### src/rtl/npc_pkg.sv
// npc_pkg: definitions shared across the NPC core.
//   - RV32I opcode constants
//   - ALU operation enum, as seen by the execute unit
//   - immediate format select used by imm_gen
//   - decode-stage handshake states
//   - NOP / EBREAK instruction words
//   - helper that maps funct3 (plus the inst[30] "alt" bit) to an ALU op
package npc_pkg;

    localparam logic [6:0] OPC_LUI    = 7'b0110111;
    localparam logic [6:0] OPC_AUIPC  = 7'b0010111;
    localparam logic [6:0] OPC_JAL    = 7'b1101111;
    localparam logic [6:0] OPC_JALR   = 7'b1100111;
    localparam logic [6:0] OPC_BRANCH = 7'b1100011;
    localparam logic [6:0] OPC_LOAD   = 7'b0000011;
    localparam logic [6:0] OPC_STORE  = 7'b0100011;
    localparam logic [6:0] OPC_OP_IMM = 7'b0010011;
    localparam logic [6:0] OPC_OP     = 7'b0110011;
    localparam logic [6:0] OPC_SYSTEM = 7'b1110011;

    localparam logic [31:0] NOP_INST    = 32'h00000013;
    localparam logic [31:0] EBREAK_INST = 32'h00100073;

    typedef enum logic [3:0] {
        ALU_ADD    = 4'd0,
        ALU_SUB    = 4'd1,
        ALU_SLL    = 4'd2,
        ALU_SLT    = 4'd3,
        ALU_SLTU   = 4'd4,
        ALU_XOR    = 4'd5,
        ALU_SRL    = 4'd6,
        ALU_SRA    = 4'd7,
        ALU_OR     = 4'd8,
        ALU_AND    = 4'd9,
        ALU_COPY_B = 4'd10
    } alu_op_e;

    // IMM_Z yields a zero immediate (R-type and anything without one)
    typedef enum logic [2:0] {
        IMM_I = 3'd0,
        IMM_S = 3'd1,
        IMM_B = 3'd2,
        IMM_U = 3'd3,
        IMM_J = 3'd4,
        IMM_Z = 3'd5
    } imm_fmt_e;

    typedef enum logic {
        ST_IDLE = 1'b0,
        ST_HOLD = 1'b1
    } idu_state_e;

    // alt = inst[30]; only meaningful for funct3 000 (SUB) and 101 (SRA).
    // Callers decide whether alt may select SUB (OP) or not (OP-IMM).
    function automatic alu_op_e alu_from_funct3(input logic [2:0] funct3,
                                                input logic       alt);
        alu_op_e op;
        case (funct3)
            3'b000:  op = alt ? ALU_SUB : ALU_ADD;
            3'b001:  op = ALU_SLL;
            3'b010:  op = ALU_SLT;
            3'b011:  op = ALU_SLTU;
            3'b100:  op = ALU_XOR;
            3'b101:  op = alt ? ALU_SRA : ALU_SRL;
            3'b110:  op = ALU_OR;
            default: op = ALU_AND;
        endcase
        return op;
    endfunction

endpackage

### src/rtl/imm_gen.sv
// imm_gen: combinational RV32I immediate generator.
//   inst  in  32  instruction word
//   fmt   in  3   immediate format (imm_fmt_e)
//   imm   out 32  immediate, sign-extended from inst[31]
module imm_gen
    import npc_pkg::*;
(
    input  logic [31:0] inst,
    input  logic [2:0]  fmt,
    output logic [31:0] imm
);

    // Opcode bits never contribute to an immediate
    logic unused_opcode;
    assign unused_opcode = ^inst[6:0];

    always_comb begin
        imm = '0;
        case (imm_fmt_e'(fmt))
            IMM_I:   imm = {{20{inst[31]}}, inst[31:20]};
            IMM_S:   imm = {{20{inst[31]}}, inst[31:25], inst[11:7]};
            IMM_B:   imm = {{19{inst[31]}}, inst[31], inst[7], inst[30:25],
                            inst[11:8], 1'b0};
            IMM_U:   imm = {inst[31:12], 12'b0};
            IMM_J:   imm = {{11{inst[31]}}, inst[31], inst[19:12], inst[20],
                            inst[30:21], 1'b0};
            default: imm = '0;
        endcase
    end

endmodule

### src/rtl/idu_stage.sv
// idu_stage: instruction-decode stage of the NPC multi-cycle core.
// Accepts one instruction from fetch, decodes it into registered fields and
// holds the bundle until execute takes it. One instruction in flight at a time.
//   clk, rst              clock, synchronous active-high reset
//   in_valid/in_ready     fetch handshake; in_inst, in_pc carried with it
//   out_valid/out_ready   execute handshake
//   out_pc                PC of the held instruction
//   out_rs1/rs2/rd        raw register fields inst[19:15]/[24:20]/[11:7]
//   out_imm               sign-extended immediate
//   out_alu_op            alu_op_e code
//   out_alu_src_a/b       operand selects (a: 0=rs1 1=pc, b: 0=rs2 1=imm)
//   out_reg_wen           write-back enable, never set for rd==x0
//   out_mem_ren/wen       load / store
//   out_mem_size          funct3 for load/store/branch
//   out_branch/jal/jalr   control transfer
//   out_ebreak            ebreak
//   out_illegal           unrecognised encoding (all enables cleared)
module idu_stage
    import npc_pkg::*;
#(
    parameter logic [31:0] RESET_INST = 32'h00000013,
    parameter logic [31:0] RESET_PC   = 32'h80000000
) (
    input  logic        clk,
    input  logic        rst,
    input  logic        in_valid,
    output logic        in_ready,
    input  logic [31:0] in_inst,
    input  logic [31:0] in_pc,
    output logic        out_valid,
    input  logic        out_ready,
    output logic [31:0] out_pc,
    output logic [4:0]  out_rs1,
    output logic [4:0]  out_rs2,
    output logic [4:0]  out_rd,
    output logic [31:0] out_imm,
    output logic [3:0]  out_alu_op,
    output logic        out_alu_src_a,
    output logic        out_alu_src_b,
    output logic        out_reg_wen,
    output logic        out_mem_ren,
    output logic        out_mem_wen,
    output logic [2:0]  out_mem_size,
    output logic        out_branch,
    output logic        out_jal,
    output logic        out_jalr,
    output logic        out_ebreak,
    output logic        out_illegal
);

    idu_state_e state_q, state_d;

    always_ff @(posedge clk) begin
        if (rst) state_q <= ST_IDLE;
        else     state_q <= state_d;
    end

    always_comb begin
        state_d   = state_q;
        in_ready  = 1'b0;
        out_valid = 1'b0;
        case (state_q)
            ST_IDLE: begin
                in_ready = 1'b1;
                if (in_valid) state_d = ST_HOLD;
            end
            default: begin
                out_valid = 1'b1;
                if (out_ready) state_d = ST_IDLE;
            end
        endcase
    end

    // Reset reuses the decoder: the output registers load the decode of
    // RESET_INST/RESET_PC, so reset values always match the parameters.
    logic        load;
    logic [31:0] cap_inst, cap_pc;

    assign load     = rst | ((state_q == ST_IDLE) & in_valid);
    assign cap_inst = rst ? RESET_INST : in_inst;
    assign cap_pc   = rst ? RESET_PC   : in_pc;

    logic [6:0] opcode;
    logic [2:0] funct3;
    logic [6:0] funct7;

    assign opcode = cap_inst[6:0];
    assign funct3 = cap_inst[14:12];
    assign funct7 = cap_inst[31:25];

    imm_fmt_e    dec_fmt;
    alu_op_e     dec_alu_op;
    logic        dec_src_a, dec_src_b, dec_reg_wen, dec_mem_ren, dec_mem_wen;
    logic [2:0]  dec_mem_size;
    logic        dec_branch, dec_jal, dec_jalr, dec_ebreak, dec_illegal;
    logic [31:0] dec_imm;

    always_comb begin
        dec_fmt      = IMM_Z;
        dec_alu_op   = ALU_ADD;
        dec_src_a    = 1'b0;
        dec_src_b    = 1'b0;
        dec_reg_wen  = 1'b0;
        dec_mem_ren  = 1'b0;
        dec_mem_wen  = 1'b0;
        dec_mem_size = 3'b000;
        dec_branch   = 1'b0;
        dec_jal      = 1'b0;
        dec_jalr     = 1'b0;
        dec_ebreak   = 1'b0;
        dec_illegal  = 1'b0;

        case (opcode)
            OPC_LUI: begin
                dec_fmt     = IMM_U;
                dec_alu_op  = ALU_COPY_B;
                dec_src_b   = 1'b1;
                dec_reg_wen = 1'b1;
            end
            OPC_AUIPC: begin
                dec_fmt     = IMM_U;
                dec_src_a   = 1'b1;
                dec_src_b   = 1'b1;
                dec_reg_wen = 1'b1;
            end
            // ALU computes the jump target; EXU forms the link value pc+4
            OPC_JAL: begin
                dec_fmt     = IMM_J;
                dec_src_a   = 1'b1;
                dec_src_b   = 1'b1;
                dec_jal     = 1'b1;
                dec_reg_wen = 1'b1;
            end
            OPC_JALR: begin
                dec_fmt     = IMM_I;
                dec_src_b   = 1'b1;
                dec_jalr    = 1'b1;
                dec_reg_wen = 1'b1;
            end
            // ALU compares rs1-rs2; funct3 rides on mem_size for the condition
            OPC_BRANCH: begin
                dec_fmt      = IMM_B;
                dec_alu_op   = ALU_SUB;
                dec_branch   = 1'b1;
                dec_mem_size = funct3;
                dec_illegal  = (funct3 == 3'b010) || (funct3 == 3'b011);
            end
            OPC_LOAD: begin
                dec_fmt      = IMM_I;
                dec_src_b    = 1'b1;
                dec_mem_ren  = 1'b1;
                dec_reg_wen  = 1'b1;
                dec_mem_size = funct3;
                dec_illegal  = (funct3 == 3'b011) || (funct3 == 3'b110) ||
                               (funct3 == 3'b111);
            end
            OPC_STORE: begin
                dec_fmt      = IMM_S;
                dec_src_b    = 1'b1;
                dec_mem_wen  = 1'b1;
                dec_mem_size = funct3;
                dec_illegal  = (funct3 > 3'b010);
            end
            // inst[30] only picks SRAI over SRLI; there is no SUBI
            OPC_OP_IMM: begin
                dec_fmt     = IMM_I;
                dec_src_b   = 1'b1;
                dec_reg_wen = 1'b1;
                dec_alu_op  = alu_from_funct3(funct3,
                                              (funct3 == 3'b101) & cap_inst[30]);
            end
            OPC_OP: begin
                dec_reg_wen = 1'b1;
                dec_alu_op  = alu_from_funct3(funct3, cap_inst[30]);
                dec_illegal = (funct7 != 7'b0000000) && (funct7 != 7'b0100000);
            end
            OPC_SYSTEM: begin
                dec_fmt     = IMM_I;
                dec_ebreak  = (cap_inst == EBREAK_INST);
                dec_illegal = (cap_inst != EBREAK_INST);
            end
            default: dec_illegal = 1'b1;
        endcase

        // An illegal word must not trigger any side effect downstream
        if (dec_illegal) begin
            dec_reg_wen = 1'b0;
            dec_mem_ren = 1'b0;
            dec_mem_wen = 1'b0;
            dec_branch  = 1'b0;
            dec_jal     = 1'b0;
            dec_jalr    = 1'b0;
            dec_ebreak  = 1'b0;
        end

        // x0 is hardwired; suppressing the write here keeps EXU/WB simpler
        if (cap_inst[11:7] == 5'd0) dec_reg_wen = 1'b0;
    end

    imm_gen u_imm_gen (
        .inst (cap_inst),
        .fmt  (dec_fmt),
        .imm  (dec_imm)
    );

    // Decoded bundle registers: loaded on acceptance (or reset), frozen in HOLD
    always_ff @(posedge clk) begin
        if (load) begin
            out_pc        <= cap_pc;
            out_rs1       <= cap_inst[19:15];
            out_rs2       <= cap_inst[24:20];
            out_rd        <= cap_inst[11:7];
            out_imm       <= dec_imm;
            out_alu_op    <= dec_alu_op;
            out_alu_src_a <= dec_src_a;
            out_alu_src_b <= dec_src_b;
            out_reg_wen   <= dec_reg_wen;
            out_mem_ren   <= dec_mem_ren;
            out_mem_wen   <= dec_mem_wen;
            out_mem_size  <= dec_mem_size;
            out_branch    <= dec_branch;
            out_jal       <= dec_jal;
            out_jalr      <= dec_jalr;
            out_ebreak    <= dec_ebreak;
            out_illegal   <= dec_illegal;
        end
    end

endmodule
### config.mk
export PLATFORM = sky130hd
export DESIGN_NAME = idu_stage
export DESIGN_NICKNAME = d
export VERILOG_FILES = /design/src/rtl/npc_pkg.sv /design/src/rtl/imm_gen.sv /design/src/rtl/idu_stage.sv
export SDC_FILE = /design/constraint.sdc
export NUM_CORES = 1
export LEC_CHECK = 0
export BUFFER_PORTS_ARGS = -buffer_cell sky130_fd_sc_hd__buf_4
export CAP_MARGIN = 20
export CORE_UTILIZATION = 44
export DETAILED_ROUTE_END_ITERATION = 7
export PLACE_DENSITY = 0.76
export SETUP_SLACK_MARGIN = 0.02
export SLEW_MARGIN = 20
export SYNTH_ARGS = -nofsm -noshare
export SYNTH_HDL_FRONTEND = slang
export SYNTH_SLANG_ARGS = --single-unit
### constraint.sdc
create_clock -name clk -period 4 [get_ports clk]
set_clock_uncertainty 0.1 [all_clocks]
set_input_delay 0.6 -clock clk [delete_from_list [all_inputs] [get_ports clk]]
set_output_delay 0.6 -clock clk [all_outputs]
set_load 0.1 [all_outputs]
==> key figures, run 1 <==
Layout
  • Filler instances: 756
  • Layout Nets: 541
  • Ratio of cells with drive above 1 in the final layout: 0.417
  • Non-Filler Instances: 606
  • Ant diodes: 0
  • P&R area growth vs syn: 36.2%
  • Final core occ: 0.624
  • Reg area: around 2900 um^2
  • Area of the multi-input gates: 1270 um^2

Clock network
  • CTS Hold Bufs: 0
  • Maximum root-to-sink buffer count: 2
  • Setup bufs post-CTS: 0
  • Skew-Pair Late Insertion Delay: 0.36 ns
  • Clk sink count: 97
  • CTS tree: done
  • Clock slew at reported path FFs: 0.09 ns
  • Inserted Clock Buffers: 9
  • Root buffer cell: clkbuf_8
  • H-tree depth: 3
  • CTS resizes: 0

Synth
  • Mapped Nets: 381
  • Register bit total from synthesis: 97
  • Ys async rst share: 0
  • Cell Area, Synth: 4270 um^2
  • Post-synth EDFFs: 96
  • Ys flop type: edfxtp_1
  • Syn. warnings: 0
  • Distinct cells, synth: about 50
  • Register area share after synthesis: 0.679
  • Synthesized instance count: 313
  • Avg Inst Size Synth: between 10 and 15 um^2

Critical path
  • Cells on worst reg2reg path: 3
  • Setup CP Type: in -> reg
  • Max incr delay on CP: 0.77 ns
  • CP max FO: 38
  • Critical Path End Type: flip-flop
  • Data required, critical path: ~4 ns
  • FF-to-FF setup slack: 2.30 ns
  • CP cell instances: buf_4 > nor4_4 > or2_1 > o21ai_2 > a21boi_1
  • Max stage delay cell, worst path: nor4_4
  • CP Launch Type: input pin
  • CP arrival: 2.65 ns

Timing
  • RSZ-0062 raised after global routing: false
  • Slew headroom: 0.478
  • Hold Vio Cnt, Final: 0
  • Final setup vio count: 0
  • Top achievable clock speed: 394 MHz
  • Setup TNS: 0 ns
  • Tcrit/Tclk final: 0.634
  • Hold WS: 0.326 ns
  • Worst Tran Pin Value: 0.777 ns
  • Minimum clock period: 2.54 ns
  • Final max-slew violation count: 0

Routing
  • 1st-pass router iterations: 4
  • DRC violations left: 0
  • Via density: 5.22
  • Vias after detailed routing: 3162
  • Initial DRC count: 140
  • Drt wl/cell: 17.8 um
  • Final ANT Viol Nets: 0
  • Total routed wirelength: 10800 um

Global route
  • Grt met1 use: 0.259
  • Grt ovf: 0
  • Met2 global-route usage: 0.381
  • First-pass GRT wire length: between 15000 and 20000 um
  • Initial antenna violation count: 0
  • Gr busiest metal: met2
  • Total GRT Usage: 0.218
  • Largest net degree at the start of global routing: 56
  • Vias in the first global route: between 3000 and 4000
  • Grt met3 use: 0.0520

Min path
  • Hold Path Class: in -> reg
  • Hold Path Depth: 2

Die
  • Initial Util: 0.458
  • Core Region: around 9300 um^2
  • Die Ht: 101 um
  • Die width: approximately 100 um
  • Die ar.: 10100 um^2
  • Num ports: 166
  • Site Rows: 35

Placement
  • RD Place Congestion: 0.822
  • Post-Place Cells: 591
  • Hpwl dp: 7770 um
  • Port bufs: 165

Power
  • Leakage power: between 0.002 and 0.0025 uW
  • Peak supply drop: roughly 0.00018 V
  • Pwr dens: between 400 and 500 nW/um^2

Outcome
  • Run status: completed

Run
  • Max-cap violations: 0
==> per-layer routing <==
layer | vias up | wire [um]
met4 | 2 | 146
met2 | 135 | 5630
met1 | 1533 | 4180
li1 | 1482 | -
met5 | - | 6
met3 | 10 | 792
==> placed cells by master, fill, tap and decap left out, types with 2 or more instances in the layout <==
cell / count
a21o_1: 10
a211oi_1: 2
nand3_1: 7
a21boi_1: 6
nor3b_1: 2
clkbuf_8: 9
inv_1: 6
o21ai_0: 7
nand4_1: 6
nand3_2: 2
a21oi_1: 27
and3_1: 2
nor3_1: 10
nor4b_1: 2
nand2_1: 8
nor2_1: 15
nand3b_1: 2
clkinvlp_4: 2
buf_4: 166
nand2b_1: 2
nor4_1: 4
edfxtp_1: 96
a22o_1: 4
nor2b_1: 48
==> per-stage QoR <==
step | setup WS (ns) | instance area (um^2) | power [uW]
5_1_grt | 1.31 | 5820 | 2820
2_1_floorplan | 0.733 | 4270 | 1920
3_3_place_gp | 1.22 | 5630 | 2130
4_1_cts | 1.48 | 5820 | 2750
6_report | 1.46 | 5820 | 2740
3_5_place_dp | 1.10 | 5630 | 2140
==> synth_stat cells, types with 7 or more instances <==
cell type	instances	area share
nor2_1	15	0.013
clkbuf_1	10	0.0088
a21o_1	11	0.019
nor3_1	10	0.012
edfxtp_1	96	0.67
a21oi_1	27	0.032
nand3_1	7	0.0082
nand2_1	8	0.0070
o21ai_0	7	0.0082
nor2b_1	48	0.070
==> power by group <==
part,total (uW),internal (uW),switching [uW]
Sequential,1230,1210,25.9
Combinational,878,177,700
Clock,627,288,339
Total,2740,1670,1060
==> cell families (layout without fill, tap and decap cells) <==
group	Yosys count	count (layout)	synth area share
xor+xnor	1	1	0.00205
compound gates	69	69	0.116
flops	97	97	0.679
buf+inv	24	188	0.0243
simple gates	122	122	0.178
==> worst paths after layout <==
| path | from | to |
|---|---|---|
| setup / recovery | rst | out_imm[6] |
| hold reg to reg | state_q | state_q |
| hold / removal | out_ready | state_q |
| setup reg to reg | state_q | out_pc[6] |
==> flip-flops by register name, summed over array words and instances (netlist names) <==
register and flops:
out_illegal 1, out_jalr 1, out_mem_size 3, out_reg_wen 1, out_pc 32, out_rs1 5
out_ebreak 1, out_rs2 5, out_mem_wen 1, out_jal 1, out_branch 1, state_q 1
out_imm 32, out_alu_src_a 1, out_mem_ren 1, out_rd 5, out_alu_src_b 1, out_alu_op 4
==> worst max-delay path: cells and delay by family <==
kind	cells	cell delay, ns
and+or+nand+nor	2	1.38
AOI/OAI and AO/OA	2	0.41
buffers and inverters	1	0.24
==> area by class of cell <==
class	count	area share
Timing Repair Buffer	167	0.218
Inverter	6	0.00387
Multi-Input combinational cell	192	0.219
Tap cell	129	0.0277
Clock buffer	9	0.0213
Clock inverter	6	0.0116
Sequential cell	97	0.499
Power figures use the tool's default switching activity.
==> run 2: changes to the inputs <==
clock period = 2.2 ns   (was 4 ns; I/O delays follow)
==> run 2 against run 1 <==
Sequential cell count is the same. Count of clock-buffer cells in the layout unchanged. Cell area increased by 2.4%. Register-to-register slack got worse by 1.5 ns. Utilization increased by 1.5 points. Clock power rose by 120%. Die area unchanged. First-iteration DRC count shrank 2.1%. Sequential share of layout area is 1.1 points lower.
==> key figures, run 2 (same netlist as run 1, synthesis figures left out) <==
Outcome
  • Run status: completed

Routing
  • Drt wl/cell: 17.9 um (+0.63%)
  • Vias after detailed routing: 3232 (+2.2%)
  • Via density: 5.23 (+0.23%)
  • Final ANT Viol Nets: 0 (unchanged)
  • DRC violations left: 0 (unchanged)
  • Total routed wirelength: 11000 um (+2.6%)
  • 1st-pass router iterations: 4 (unchanged)
  • Initial DRC count: 137 (-2.1%)

Power
  • Total power: 5230 uW (+91%)
  • Reg power frac: 0.427 (-0.023)
  • Net Sw Frac: 0.374 (-0.0156)
  • Leakage power: 0.00252 uW (+3.4%)
  • Clock network power share: 0.265 (+0.036)
  • Int Power: 3280 uW (+96%)
  • Net Switching: 1950 uW (+84%)
  • Combinational Power Share: 0.308 (-0.013)
  • Pwr dens: 878 nW/um^2 (+87%)
  • Peak supply drop: 0.000326 V (+81%)

Die
  • Num ports: 166 (unchanged)
  • Site Rows: 35 (unchanged)
  • Die ar.: 10100 um^2 (unchanged)
  • Core Region: 9330 um^2 (unchanged)
  • Die width: 101 um (unchanged)
  • Initial Util: 0.458 (unchanged)
  • Die Ht: 101 um (unchanged)

Critical path
  • Critical path launch point: rst
  • CP Launch Type: input pin
  • Data required, critical path: 2.22 ns (-1.89 ns)
  • RR Endpoint: out_pc[21]
  • Cells on worst reg2reg path: 3 (unchanged)
  • FF-to-FF setup slack: 0.84 ns (-1.46 ns)
  • CP max FO: 12 (-68%)
  • Setup crit end: out_illegal
  • Reg2reg start: state_q
  • Setup CP Type: in -> reg
  • CP arrival: 1.72 ns (-0.93 ns)
  • Critical Path End Type: flip-flop

Clock network
  • CTS Hold Bufs: 0 (unchanged)
  • Setup bufs post-CTS: 0 (unchanged)
  • Inserted Clock Buffers: 9 (unchanged)
  • Skew-Pair Late Insertion Delay: 0.35 ns (about the same)
  • H-tree depth: 3 (unchanged)
  • Root buffer cell: clkbuf_8
  • Clock slew at reported path FFs: 0.09 ns (about the same)
  • CTS resizes: 0 (unchanged)
  • Clk sink count: 97 (unchanged)
  • CTS tree: done
  • Maximum root-to-sink buffer count: 2 (unchanged)

Min path
  • Hold Path Class: in -> reg

Global route
  • Grt met1 use: 0.288 (+0.0285)
  • Grt ovf: 0 (unchanged)
  • Grt met3 use: 0.0437 (-0.00832)
  • Total GRT Usage: 0.220 (+0.00259)
  • First-pass GRT wire length: 16700 um (+2.0%)
  • Met2 global-route usage: 0.371 (-0.0105)
  • Largest net degree at the start of global routing: 70 (+25%)
  • Initial antenna violation count: 0 (unchanged)
  • Vias in the first global route: 3102 (-0.55%)
  • Gr busiest metal: met2

Timing
  • Final setup vio count: 0 (unchanged)
  • Tcrit/Tclk final: 0.770
  • Minimum clock period: 1.69 ns
  • Hold Vio Cnt, Final: 0 (unchanged)
  • Top achievable clock speed: between 500 and 600 MHz
  • Slew headroom: 0.708 (+0.230)
  • Final WS setup: 0.505 ns (-0.957 ns)
  • RSZ-0062 raised after global routing: false
  • Setup TNS: 0 ns (unchanged)
  • Worst Tran Pin Value: 0.432 ns (-0.346 ns)
  • Final max-slew violation count: 0 (unchanged)
  • Hold WS: 0.0447 ns (-0.282 ns)

Layout
  • Largest registers: out_imm: 32 flops, out_pc: 32 flops
  • Non-Filler Instances: 618 (+2.0%)
  • Layout Nets: 552 (+2.0%)
  • Ant diodes: 0 (unchanged)
  • Most frequent cells in the layout: buf_4, edfxtp_1, nor2b_1
  • Ratio of cells with drive above 1 in the final layout: 0.434 (+0.0163)
  • Commonest non-fill, non-tap cell in the layout: buf_4
  • P&R area growth vs syn: 39.4%

Placement
  • Setup WS pre-CTS: 0.171 ns (-0.933 ns)
  • Hpwl dp: 8070 um (+3.8%)
  • RD Place Congestion: 0.872 (+6.2%)
  • Port bufs: 165 (unchanged)
  • Post-Place Cells: 602 (+1.9%)

Run
  • Max-cap violations: 0 (unchanged)
run 2: changes by cell type in the layout (fill, tap and decap cells not counted), sizes merged:
cell | previous run | this run
buf | 167 | 178
bufinv | 1 | 3
clkinv | 2 | 3
clkinvlp | 2 | 1
inv | 7 | 6
run 2: routing by layer:
layer | up-vias | routed length [um]
li1 | 1509 | -
met1 | 1564 | 4540
met2 | 149 | 5580
met3 | 10 | 796
met4 | 0 | 123
met5 | - | 0
run 2: power by group through the flow:
stage | sequential, uW | combinational, uW | clock, uW
finish | 2240 | 1610 | 1380
global route | 2250 | 1660 | 1480
CTS | 2240 | 1620 | 1410
detailed placement | 2280 | 1610 | 0
global placement | 2270 | 1610 | 0
floorplan | 3300 | 192 | 0
run 2: area by class of cell:
cell class | count | area [um^2]
Fill cell | 720 | 3370
Timing Repair Buffer | 178 | 1350
Sequential cell | 97 | 2910
Multi-Input combinational cell | 192 | 1270
Clock inverter | 7 | 116
Inverter | 6 | 26.3
Clock buffer | 9 | 124
Tap cell | 129 | 161
run 2: stage by stage:
stage	instance area, um^2	utilization
floorplan	4290	-
global placement	5720	0.613
detailed placement	5720	0.613
CTS	5960	0.639
global route	5960	0.639
finish	5960	0.639
run 2: worst min path at each step:
stage	from	end	slack, ns	depth (start not counted)
finish	out_ready	state_q	0.04	2
global route	out_ready	state_q	0.05	2
CTS	out_ready	state_q	0.03	2
detailed placement	state_q	state_q	0.36	1
global placement	state_q	state_q	0.36	1
floorplan	out_ready	state_q	0.32	1
run 2: worst max-delay path: stages:
cell	delay (ns)
buf_4	0.18
nor4b_1	0.45
nand4_1	0.21
o21bai_1	0.18
nand4_1	0.17
a21o_1	0.19
==> run 3: changes to the inputs <==
CORE_UTILIZATION = 49   (was 44)
PLACE_DENSITY = 0.8   (was 0.76)
clock period = 1.6 ns   (was 2.2 ns; I/O delays follow)
==> run 3 against run 2 <==
Register-to-register slack got worse by 0.58 ns. Critical endpoint unchanged. Largest power group unchanged. Highest routed layer unchanged. Worst setup slack got worse by 0.49 ns. Critical path type unchanged. Clock power rose by 7%.
==> key figures, run 3 (same netlist as run 1, synthesis figures left out) <==
Timing
  • Tcrit/Tclk final: 0.993
  • Final max-slew violation count: 0 (unchanged)
  • Slew headroom: 0.756 (+0.0482)
  • Minimum clock period: 1.59 ns
  • Final WS setup: 0.0105 ns (-0.495 ns)
  • Hold Vio Cnt, Final: 0 (unchanged)
  • Top achievable clock speed: 629 MHz
  • Worst Tran Pin Value: 0.363 ns (-0.0690 ns)
  • RSZ-0062 raised after global routing: false
  • Final setup vio count: 0 (unchanged)
  • Hold WS: 0.0522 ns (+0.00747 ns)

Critical path
  • CP cell instances: buf_4 > nor4_1 > buf_4 > nand4_1 > o21bai_1 > nand4_1 > a21o_1
  • Critical Path End Type: flip-flop
  • Setup CP Type: in -> reg
  • RR Endpoint: out_imm[29]
  • Critical path launch point: in_inst[17]
  • CP arrival: 1.61 ns (-0.11 ns)
  • Max incr delay on CP: 0.32 ns (-0.13 ns)
  • Reg2reg start: state_q
  • CP max FO: 3 (-9)
  • Max stage delay cell, worst path: nor4_1
  • Cells on worst reg2reg path: 3 (unchanged)
  • FF-to-FF setup slack: 0.26 ns (-0.58 ns)
  • Data required, critical path: 1.62 ns (-0.60 ns)
  • Setup crit end: out_illegal
  • CP Launch Type: input pin

Routing
  • Initial DRC count: 119 (-13%)
  • Vias after detailed routing: 3442 (+6.5%)
  • Via density: 5.35 (+2.4%)
  • DRC violations left: 0 (unchanged)
  • Total routed wirelength: 11500 um (+3.9%)
  • Drt wl/cell: 17.8 um (-0.11%)
  • Final ANT Viol Nets: 0 (unchanged)
  • 1st-pass router iterations: 6 (+2)

Outcome
  • Run status: completed

Clock network
  • Maximum root-to-sink buffer count: 2 (unchanged)
  • Inserted Clock Buffers: 9 (unchanged)
  • Clk sink count: 97 (unchanged)
  • Skew-Pair Late Insertion Delay: 0.35 ns (about the same)
  • Setup bufs post-CTS: 0 (unchanged)
  • CTS tree: done
  • Clock slew at reported path FFs: 0.10 ns (about the same)
  • H-tree depth: 3 (unchanged)
  • Root buffer cell: clkbuf_8

Die
  • Num ports: 166 (unchanged)
  • Core Region: 8340 um^2 (-11%)
  • Initial Util: 0.512 (+0.0542)
  • Site Rows: 33 (-5.7%)
  • Die Ht: 95.4 um (-5.1%)
  • Die width: 95.4 um (-5.1%)
  • Die ar.: 9100 um^2 (-10%)

Layout
  • Most frequent cells in the layout: buf_4, edfxtp_1, nor2b_1
  • Ant diodes: 0 (unchanged)
  • Non-Filler Instances: 643 (+4.0%)
  • Largest registers: out_imm: 32 flops, out_pc: 32 flops
  • Filler instances: 541 (-25%)
  • Commonest non-fill, non-tap cell in the layout: buf_4
  • Ratio of cells with drive above 1 in the final layout: 0.491 (+0.0572)
  • Layout Nets: 601 (+8.9%)
  • P&R area growth vs syn: 47.3%

Placement
  • Setup WS pre-CTS: -0.240 ns (-0.411 ns)
  • Hpwl dp: 8540 um (+5.8%)
  • RD Place Congestion: 0.930 (+6.6%)
  • Post-Place Cells: 626 (+4.0%)
  • Port bufs: 165 (unchanged)

Run
  • Max-cap violations: 0 (unchanged)

Global route
  • Total GRT Usage: 0.248 (+0.0276)
  • Grt ovf: 0 (unchanged)
  • First-pass GRT wire length: 16600 um (-0.33%)
  • Vias in the first global route: 3243 (+4.5%)
  • Initial antenna violation count: 0 (unchanged)
  • Largest net degree at the start of global routing: 30 (-57%)

Power
  • Pwr dens: 1090 nW/um^2 (+24%)
  • Peak supply drop: 0.000591 V (+81%)
  • Leakage power: 0.00274 uW (+8.8%)

Min path
  • Min-delay src: in_pc[31]
  • Hold Path Class: in -> reg
==> run 3: metrics by stage <==
step | total power [uW] | utilization | instance area (um^2) | setup TNS [ns]
2_1_floorplan | 4810 | - | 4330 | -57.26
3_3_place_gp | 5410 | 0.732 | 6100 | -6.59
3_5_place_dp | 5450 | 0.732 | 6100 | -10.55
4_1_cts | 6890 | 0.754 | 6290 | 0
5_1_grt | 7060 | 0.755 | 6300 | 0
6_report | 6860 | 0.755 | 6300 | 0
==> run 3: critical path, delay by kind of cell <==
kind | cells | cell delay (ns)
compound gates | 2 | 0.42
simple gates | 3 | 0.66
buf+inv | 2 | 0.29
==> run 3: worst min path at each step <==
stage	to	slack (ns)	depth (start not counted)
final	out_pc[31]	0.05	2
after global routing	out_pc[31]	0.04	2
after CTS	out_pc[31]	0.04	2
after detailed placement	state_q	0.32	2
after global placement	state_q	0.32	2
after floorplan	state_q	0.23	1
==> run 3: final cells by class <==
class                   count  area (um^2)  share of cell area
inverters                   6         26.3             0.00417
clock inverters             6         50.0             0.00795
repair buffers            227         1760               0.279
well taps                 105          131              0.0209
multi-input cells         192         1300               0.206
clock buffers              10          128              0.0203
flip-flops and latches     97         2910               0.462
==> run 3: per-layer routing <==
| metal | track usage | vias up | part of all wire | routed length [um] |
|---|---|---|---|---|
| met2 | 0.435 | 172 | 0.52 | 5920 |
| met3 | 0.0391 | 24 | 0.081 | 934 |
| met1 | 0.304 | 1635 | 0.38 | 4380 |
| li1 | - | 1611 | - | - |
| met4 | 0.102 | 0 | 0.021 | 238 |
| met5 | 0 | - | 0 | 0 |
==> run 3: power breakdown <==
group | switching, uW | internal [uW] | total (uW) | leakage, uW
Combinational | 1780 | 530 | 2320 | 0.00162
Clock | 882 | 589 | 1470 | 0.0000892
Sequential | 61.4 | 3010 | 3070 | 0.00104
==> run 3: repair_timing <==
action	CTS	global route
hold buffers	1	0
gates resized for setup	0	1
hold endpoints to repair	1	0
setup endpoints to repair	0	1
